File: config.mk
export PLATFORM = sky130hd
export DESIGN_NAME = adc_chan_condition_flat
export DESIGN_NICKNAME = d
export VERILOG_FILES = /design/src/rtl/adc_chan_condition_if.sv /design/src/rtl/adc_chan_condition.sv /design/src/flat_wrapper.sv
export SDC_FILE = /design/constraint.sdc
export NUM_CORES = 1
export LEC_CHECK = 0
export CAP_MARGIN = 5
export CORE_MARGIN = 2
export CORE_UTILIZATION = 30
export DETAILED_ROUTE_END_ITERATION = 10
export SLEW_MARGIN = 40
export SYNTH_ARGS = -nofsm -noshare
export SYNTH_HDL_FRONTEND = slang
export SYNTH_SLANG_ARGS = --single-unit
export TNS_END_PERCENT = 30
File: constraint.sdc
create_clock -name clk357 -period 3.2 [get_ports clk357]
set_clock_uncertainty 0.05 [all_clocks]
set_input_delay 0.64 -clock clk357 [delete_from_list [all_inputs] [get_ports clk357]]
set_output_delay 0.64 -clock clk357 [all_outputs]
set_load 0.01 [all_outputs]
File: src/rtl/adc_chan_condition_if.sv
// Sample/control bundle between an ADC conditioning channel and its consumer.
// master drives raw samples and triggers; slave is the conditioning stage.
interface adc_chan_condition_if #(
    parameter int unsigned WIN_W = 10
);
    logic [12:0]      data_in;
    logic             trig;
    logic [WIN_W-1:0] window_len;
    logic [12:0]      data_out;
    logic             data_valid;
    logic [12:0]      baseline;
    logic             baseline_valid;
    logic             busy;
    logic             trig_overrun;

    modport master (
        output data_in, trig, window_len,
        input  data_out, data_valid, baseline, baseline_valid, busy, trig_overrun
    );

    modport slave (
        input  data_in, trig, window_len,
        output data_out, data_valid, baseline, baseline_valid, busy, trig_overrun
    );
endinterface

File: src/rtl/adc_chan_condition.sv
// Per-channel ADC conditioning: bit-inversion restore, per-trigger pedestal measurement,
// then baseline-subtracted saturated samples over a programmable window.
module adc_chan_condition #(
    parameter logic [12:0] BITFLIP       = 13'h0000,
    parameter int unsigned BASELINE_LOG2 = 4,
    parameter int unsigned WIN_W         = 10
) (
    input logic                 clk357,
    input logic                 rst,
    adc_chan_condition_if.slave bus
);
    localparam int unsigned AW = 13 + BASELINE_LOG2;

    typedef enum logic [1:0] {StIdle, StBaseline, StActive} state_e;

    state_e                   state_q, state_d;
    logic [12:0]              s1_q;
    logic [AW-1:0]            acc_q, acc_d, acc_sum;
    logic [BASELINE_LOG2-1:0] cnt_q, cnt_d;
    logic [WIN_W-1:0]         win_cnt_q, win_cnt_d;
    logic [12:0]              data_out_q, data_out_d;
    logic                     data_valid_q, data_valid_d;
    logic [12:0]              baseline_q, baseline_d;
    logic                     baseline_valid_q, baseline_valid_d;
    logic                     overrun_q, overrun_d;
    logic [13:0]              diff;
    logic [12:0]              sat;

    always_ff @(posedge clk357) begin
        s1_q <= bus.data_in ^ BITFLIP;
    end

    // Sign-extended accumulate; the top 13 bits of the sum are the floor-divided mean.
    assign acc_sum = acc_q + {{BASELINE_LOG2{s1_q[12]}}, s1_q};
    assign diff    = {s1_q[12], s1_q} - {baseline_q[12], baseline_q};

    always_comb begin
        unique case (diff[13:12])
            2'b01:   sat = 13'h0fff;
            2'b10:   sat = 13'h1000;
            default: sat = diff[12:0];
        endcase
    end

    always_comb begin
        state_d          = state_q;
        acc_d            = acc_q;
        cnt_d            = cnt_q;
        win_cnt_d        = win_cnt_q;
        data_out_d       = data_out_q;
        data_valid_d     = 1'b0;
        baseline_d       = baseline_q;
        baseline_valid_d = 1'b0;
        // The final ACTIVE cycle still counts as busy, so a trig there is an overrun.
        overrun_d        = overrun_q | (bus.trig && (state_q != StIdle));

        unique case (state_q)
            StIdle: begin
                if (bus.trig) begin
                    state_d   = StBaseline;
                    win_cnt_d = bus.window_len;
                    acc_d     = '0;
                    cnt_d     = '0;
                end
            end
            StBaseline: begin
                acc_d = acc_sum;
                cnt_d = cnt_q + 1'b1;
                if (cnt_q == '1) begin
                    baseline_d       = acc_sum[AW-1:BASELINE_LOG2];
                    baseline_valid_d = 1'b1;
                    state_d          = (win_cnt_q == '0) ? StIdle : StActive;
                end
            end
            StActive: begin
                data_out_d   = sat;
                data_valid_d = 1'b1;
                win_cnt_d    = win_cnt_q - 1'b1;
                if (win_cnt_q == WIN_W'(1)) begin
                    state_d = StIdle;
                end
            end
            default: state_d = StIdle;
        endcase
    end

    always_ff @(posedge clk357) begin
        if (rst) begin
            state_q          <= StIdle;
            acc_q            <= '0;
            cnt_q            <= '0;
            win_cnt_q        <= '0;
            data_out_q       <= '0;
            data_valid_q     <= 1'b0;
            baseline_q       <= '0;
            baseline_valid_q <= 1'b0;
            overrun_q        <= 1'b0;
        end else begin
            state_q          <= state_d;
            acc_q            <= acc_d;
            cnt_q            <= cnt_d;
            win_cnt_q        <= win_cnt_d;
            data_out_q       <= data_out_d;
            data_valid_q     <= data_valid_d;
            baseline_q       <= baseline_d;
            baseline_valid_q <= baseline_valid_d;
            overrun_q        <= overrun_d;
        end
    end

    assign bus.data_out       = data_out_q;
    assign bus.data_valid     = data_valid_q;
    assign bus.baseline       = baseline_q;
    assign bus.baseline_valid = baseline_valid_q;
    assign bus.busy           = (state_q != StIdle);
    assign bus.trig_overrun   = overrun_q;
endmodule

File: src/flat_wrapper.sv
// flat-port wrapper written by rule: the top's interface ports become plain ports
module adc_chan_condition_flat 
#(
    parameter logic [12:0] BITFLIP       = 13'h0000,
    parameter int unsigned BASELINE_LOG2 = 4,
    parameter int unsigned WIN_W         = 10
)
  (clk357, rst, bus_data_in, bus_trig, bus_window_len, bus_data_out, bus_data_valid, bus_baseline, bus_baseline_valid, bus_busy, bus_trig_overrun);
  adc_chan_condition_if #(.WIN_W(WIN_W)) bus_i ();
  input logic clk357;
  input logic rst;
  input wire logic [$bits(bus_i.data_in)-1:0] bus_data_in;
  input wire logic [$bits(bus_i.trig)-1:0] bus_trig;
  input wire logic [$bits(bus_i.window_len)-1:0] bus_window_len;
  output wire logic [$bits(bus_i.data_out)-1:0] bus_data_out;
  output wire logic [$bits(bus_i.data_valid)-1:0] bus_data_valid;
  output wire logic [$bits(bus_i.baseline)-1:0] bus_baseline;
  output wire logic [$bits(bus_i.baseline_valid)-1:0] bus_baseline_valid;
  output wire logic [$bits(bus_i.busy)-1:0] bus_busy;
  output wire logic [$bits(bus_i.trig_overrun)-1:0] bus_trig_overrun;
  assign bus_i.data_in = bus_data_in;
  assign bus_i.trig = bus_trig;
  assign bus_i.window_len = bus_window_len;
  assign bus_data_out = bus_i.data_out;
  assign bus_data_valid = bus_i.data_valid;
  assign bus_baseline = bus_i.baseline;
  assign bus_baseline_valid = bus_i.baseline_valid;
  assign bus_busy = bus_i.busy;
  assign bus_trig_overrun = bus_i.trig_overrun;
  adc_chan_condition #(.BITFLIP(BITFLIP), .BASELINE_LOG2(BASELINE_LOG2), .WIN_W(WIN_W)) u_core (.clk357(clk357), .rst(rst), .bus(bus_i));
endmodule
Yosys cells after proc, flatten, opt, wreduce, memory -nomap -nowiden
Index checks and enable logic that the tools add are counted.
{"block": "word_totals", "regBits": 75, "input_bits": 26, "output_inout_bits": 30, "word_cells": 50}
{"block": "op_classes", "n_addsub": 4, "eq_ne": 9, "mux": 14, "bitwise": 2, "n_reduce_logical": 11}
{"op": "$pmux W17 S2", "count": 1}
{"op": "$pmux W13 S2", "count": 1}
{"op": "$pmux W10 S2", "count": 1}
{"op": "$add A17 B17 Y17", "count": 1}
{"op": "$mux W17", "count": 1}
{"op": "$sub A13 B13 Y14", "count": 1}
{"op": "$eq A10 B1 Y1 const B", "count": 1}
{"op": "$logic_not A10 Y1", "count": 1}
{"op": "$mux W10", "count": 1}
{"op": "$sub A10 B1 Y10 const B", "count": 1}
{"op": "$mux W2", "count": 4}
{"op": "$pmux W4 S2", "count": 1}
{"op": "$pmux W2 S3", "count": 1}
{"op": "$reduce_and A2 Y1", "count": 3}
{"op": "$reduce_bool A2 Y1", "count": 3}
{"op": "$add A4 B1 Y4 const B", "count": 1}
{"op": "$eq A2 B1 Y1 const B", "count": 2}
{"op": "$eq A2 B2 Y1 const B", "count": 2}
{"op": "$eq A4 B4 Y1 const B", "count": 1}
{"op": "$mux W4", "count": 1}
{"op": "$ne A2 B1 Y1 const B", "count": 2}
{"op": "$reduce_and A3 Y1", "count": 1}
{"op": "$logic_not A2 Y1", "count": 1}
{"op": "$mux W1", "count": 2}
{"op": "other kinds (5)", "count": 5}

Depth between registers and ports, before layout
Gate-level depths: netlist (run 1).
{"block": "logic_depth", "word_depth": 4, "mapped_depth": 15, "ltp_nobuf": 14}

Least setup slack after synthesis (run 1)
No wires, ideal clock.
{"block": "synth_timing", "kind": "reg-to-reg", "from": "register u_core.baseline_q[0] (netlist: u_core.bus.baseline[0])", "to": "register u_core.data_out_q[2] (netlist: u_core.bus.data_out[2])", "setup_time_ns": 0.078, "t_arrival_ns": 2.954, "slack_ns": 0.119, "stages_incl_launch_ff": 15, "period_less_slack_ns": 3.081, "cell_sequence": "dfxtp_1 -> ha_1 -> fa_1 -> nand2b_1 -> a21oi_1 -> o2111ai_1 -> a31oi_1 -> xor2_1 -> inv_1 -> ha_1 -> nor2b_1 -> nand2b_1 -> clkbuf_1 -> a31oi_1 -> nor3_1"}
{"block": "synth_between", "elab_chain_len": 3, "word_cells_on_any_way": 4}
{"element": "from (decl)", "line": "adc_chan_condition.sv:23", "rtl": "logic [12:0] baseline_q, baseline_d;"}
{"element": "from (signal assigned)", "line": "adc_chan_condition.sv:105", "rtl": "baseline_q <= baseline_d;"}
{"element": "$sub A13 B13 Y14 *", "line": "adc_chan_condition.sv:35", "rtl": "assign diff = {s1_q[12], s1_q} - {baseline_q[12], baseline_q};"}
{"element": "$eq A2 B2 Y1 or $eq A2 B1 Y1 (tied branches)", "line": "adc_chan_condition.sv:38", "rtl": "unique case (diff[13:12])"}
{"element": "$pmux W13 S2 *", "line": "adc_chan_condition.sv:38"}
{"element": "to (signal assigned)", "line": "adc_chan_condition.sv:103", "rtl": "data_out_q <= data_out_d;"}
{"element": "to (decl)", "line": "adc_chan_condition.sv:21", "rtl": "logic [12:0] data_out_q, data_out_d;"}
Every way passes the cells marked *; elsewhere a longest branch is shown, timed or not.
A chain may end at the register's enable or synchronous reset.

Worst setup path after layout (run 1)
{"block": "layout_timing", "from": "register u_core.s1_q[0]", "to": "register u_core.data_out_q[9] (netlist: u_core.bus.data_out[9])"}
{"block": "layout_between", "elab_chain_len": 3, "word_cells_on_any_way": 4}
{"element": "from (decl)", "line": "adc_chan_condition.sv:17", "rtl": "logic [12:0] s1_q;"}
{"element": "from (signal assigned)", "line": "adc_chan_condition.sv:30", "rtl": "s1_q <= bus.data_in ^ BITFLIP;"}
{"element": "$sub A13 B13 Y14 *", "line": "adc_chan_condition.sv:35"}
{"element": "$eq A2 B2 Y1 or $eq A2 B1 Y1 (tied branches)", "line": "adc_chan_condition.sv:38"}
{"element": "$pmux W13 S2 *", "line": "adc_chan_condition.sv:38"}
Marks and branches as above.

==> flow_metrics.env, run 1 <==
export IMPL_final_common_cell="dfxtp_1"
export IMPL_finalHoldViolations=0
export IMPL_p_per_area_nw_per_um2=471
export IMPL_crit_top_cell="inv_1"
export IMPL_h_tree_depth=3
export IMPL_rrSetupSlack_ns=0.20
export IMPL_critPathKind="reg -> reg"
export IMPL_coreArea_um2=13300
export IMPL_critPathBufInv=3
export IMPL_place_area_um2=4870
export IMPL_post_cts_setup_buffer_count=0
export IMPL_setup_tns_ns=0
export IMPL_ys_seq_area_frac=0.365
export IMPL_drive_gt1_frac=0.0808
export IMPL_syn_area_per_cell_um2=8.21
export IMPL_hp_class="reg -> reg"
export IMPL_min_period_ns=3.00
export IMPL_numCtsBuffers=9
export IMPL_min_period_over_period=0.937
export IMPL_num_vias=3684
export IMPL_fillCellCount=1318
export IMPL_drc=0
export IMPL_path_cells="inv_1 > ha_1 > fa_2 > nand2b_4 > a21oi_4 > o2111ai_2 > a31oi_2 > xor2_1 > inv_1 > ha_4 > buf_12 > nor3_1 > or3_1 > a31oi_1"
export IMPL_slowest_stage="fa_2"
export IMPL_fp_dieArea_um2=14700
export IMPL_start_util=0.309
export IMPL_clkSinkCount=75
export IMPL_wl_um=10400
export IMPL_path_delay_family="adder cells"
export IMPL_antenna_left=0
export IMPL_wl_per_cell_um=14.2
export IMPL_synth_edf_count=0
export IMPL_cp_arrival_ns=3.20
export IMPL_diodes=0
export IMPL_drv_slew=0
export IMPL_status="finished clean"
export IMPL_grt_pass1_wl_um=16900
export IMPL_seq_area_um2=1500
export IMPL_r2r_end="u_core.bus.data_out[9]"
export IMPL_tightest_slew_ns=0.673
export IMPL_cts_hold_buf=0
export IMPL_clk_latency_ns=0.33
export IMPL_synthArstFlopShare=0
export IMPL_fin_area_um2=5240
export IMPL_die_x_um=121
export IMPL_yosys_warnings=0
export IMPL_vias_per_cell=5.03
export IMPL_power_ir_vdd_worst_v=0.000239
export IMPL_grt_pass1_vias=3515
export IMPL_synthesis_nets=563
export IMPL_dp_hpwl_um=7860
export IMPL_ios=56
export IMPL_die_y_um=121
export IMPL_crit_path_start_kind="flop"
export IMPL_worst_ep_required_time_ns=3.41
export IMPL_cp_depth=14
export IMPL_ys_types=55
export IMPL_max_clock_freq_mhz=334
export IMPL_worstSetupEndpoint="u_core.bus.data_out[9]"
export IMPL_path_max_fanout=14
export IMPL_cp_slowest_stage_delay_ns=0.35
export IMPL_worst_hold_slack_ns=0.426
export IMPL_cts_root_buf="clkbuf_16"
export IMPL_synthCells=501
export IMPL_dr_pass1_iters=7
export IMPL_cap_violations=0
export IMPL_dr_first_iter_drc_count=269
export IMPL_port_buffers=55
export IMPL_leakage_uw=0.00199
export IMPL_row_count=42
export IMPL_nNetsFinal=614
export IMPL_reg2reg_from="u_core.s1_q[0]"
export IMPL_synth_main_ff_cell="dfxtp_1"
export IMPL_multi_input_area_um2=2480
export IMPL_clockBufferDepth=2
export IMPL_globalplace_congestion=0.846
export IMPL_postSynthRegisterBits=75
export IMPL_relSlewSlack=0.551
export IMPL_reg2reg_depth=14
export IMPL_syn_to_final_growth_pct=27.4
export IMPL_synthesis_area_um2=4110
export IMPL_grt_max_degree=39
export IMPL_rsz0062_at_grt="false"
export IMPL_layout_common_cells="dfxtp_1, nor2_1, clkdlybuf4s50_1"
export IMPL_path_clk_slew_ns=0.06
export IMPL_overflow=0
export IMPL_crit_path_start="u_core.s1_q[0]"
export IMPL_cts_tree="built"
export IMPL_track_usage=0.145
export IMPL_antenna_found_initial=0
export IMPL_setup_viol=0
export IMPL_crit_path_end_kind="flop"
==> synth_stat cells, types with 2 or more instances <==
cell type   n  area share
nor3_1     19       0.023
nand2_1    37       0.034
xor2_1     10       0.021
o21ai_2     2      0.0043
a21o_1      4      0.0073
a2bb2oi_1   2      0.0043
a22o_1     10       0.021
ha_1       34        0.10
xnor2_1    13       0.028
nand4_1     3      0.0046
dfxtp_1    75        0.36
o21ai_1     2      0.0024
a31oi_1     6      0.0091
inv_1      30       0.027
o21a_1      5      0.0091
o2111ai_1   2      0.0043
o211ai_1    3      0.0055
a221oi_1    3      0.0064
or2_2       3      0.0046
o22ai_1     5      0.0076
nand2b_1   13       0.020
nand3_1    12       0.015
nor2b_1     8       0.012
o21ai_0    13       0.016
nor4_1      2      0.0030
a21oi_1    47       0.057
o21bai_1    3      0.0055
a22oi_1     4      0.0073
mux2i_1     2      0.0049
o31ai_1     2      0.0036
a211oi_1   14       0.026
nor2_1     66       0.060
fa_1        2      0.0097
clkbuf_1   21       0.019
buf_1       2      0.0018
a32oi_1     3      0.0064
==> per-layer routing <==
| layer | vias to the layer above | part of all wire | routed length [µm] | global-route usage |
|---|---|---|---|---|
| met3 | 11 | 0.037 | 384 | 0.0310 |
| met1 | 1711 | 0.48 | 5020 | 0.190 |
| li1 | 1883 | - | - | - |
| met4 | 0 | 0.018 | 183 | 0.0509 |
| met2 | 79 | 0.46 | 4810 | 0.235 |
| met5 | - | 0 | 0 | 0 |
==> flip-flops by register name, indices dropped and copies added, names as in the netlist <==
signal and cells:
u_core.bus.baseline 13, u_core.s1_q 13, u_core.win_cnt_q 10, u_core.acc_q 17, u_core.bus.baseline_valid 1, u_core.state_q 2
u_core.bus.data_valid 1, u_core.bus.data_out 13, u_core.cnt_q 4, u_core.bus.trig_overrun 1
==> power by group <==
part	total (µW)	internal, µW	switching [µW]
registers	1010	972	35.3
logic	429	196	233
clock network	1030	645	389
==> layout make-up <==
cell class / instances / share of cell area
multi-input combinational: 372 / 0.473
sequential: 75 / 0.286
timing repair buffer: 64 / 0.119
clock buffer: 12 / 0.0489
tap: 176 / 0.0420
inverter: 30 / 0.0215
clock inverter: 4 / 0.00931
==> how the worst min path moves through the flow <==
stage | endpoint | cells after the start | start
floorplan | u_core.win_cnt_q[6] | 2 | u_core.win_cnt_q[6]
global placement | u_core.bus.baseline[3] | 2 | u_core.bus.baseline[3]
detailed placement | u_core.acc_q[15] | 1 | u_core.acc_q[15]
CTS | u_core.win_cnt_q[6] | 2 | u_core.win_cnt_q[6]
global route | u_core.win_cnt_q[6] | 2 | u_core.win_cnt_q[6]
finish | u_core.bus.baseline[3] | 2 | u_core.bus.baseline[3]
==> through the flow <==
| step | cells | power (µW) | setup slack (ns) | util |
|---|---|---|---|---|
| 2_1_floorplan | 501 | 1310 | 0.119 | - |
| 3_3_place_gp | 717 | 1430 | 0.0624 | 0.366 |
| 3_5_place_dp | 717 | 1440 | -0.128 | 0.366 |
| 4_1_cts | 733 | 2480 | 0.0344 | 0.390 |
| 5_1_grt | 733 | 2580 | 0.0230 | 0.394 |
| 6_report | 733 | 2470 | 0.203 | 0.394 |
==> worst register-to-register path: stages (launching register included) <==
cell and delay, ns:
dfxtp_1 0.33, inv_1 0.05, ha_1 0.21, fa_2 0.36, nand2b_4 0.17, a21oi_4 0.14
o2111ai_2 0.16, a31oi_2 0.23, xor2_1 0.19, inv_1 0.10, ha_4 0.29, buf_12 0.12
nor3_1 0.05, or3_1 0.34, a31oi_1 0.14
==> kinds of logic after synthesis <==
kind of cell | Yosys count | synth area share
DFF | 75 | 0.365
buffers and inverters | 54 | 0.0496
adders and majority gates | 36 | 0.113
and+or+nand+nor | 168 | 0.185
xor gates and xnor gates | 23 | 0.0490
muxes | 3 | 0.00821
AOI/OAI and AO/OA | 142 | 0.231
==> what timing repair did <==
action                     in CTS  in global routing
gates cloned                    0                  0
resized for setup               4                  7
setup endpoints to repair       9                 13
pin swaps                       0                  3
(Power assumes the default switching activity.)
==> run 2: changes to the inputs <==
GPL_ROUTABILITY_DRIVEN = 1   (was unset)
==> results of run 2 <==
Same layout as run 1: the final DEF is identical, and so are final timing and power.
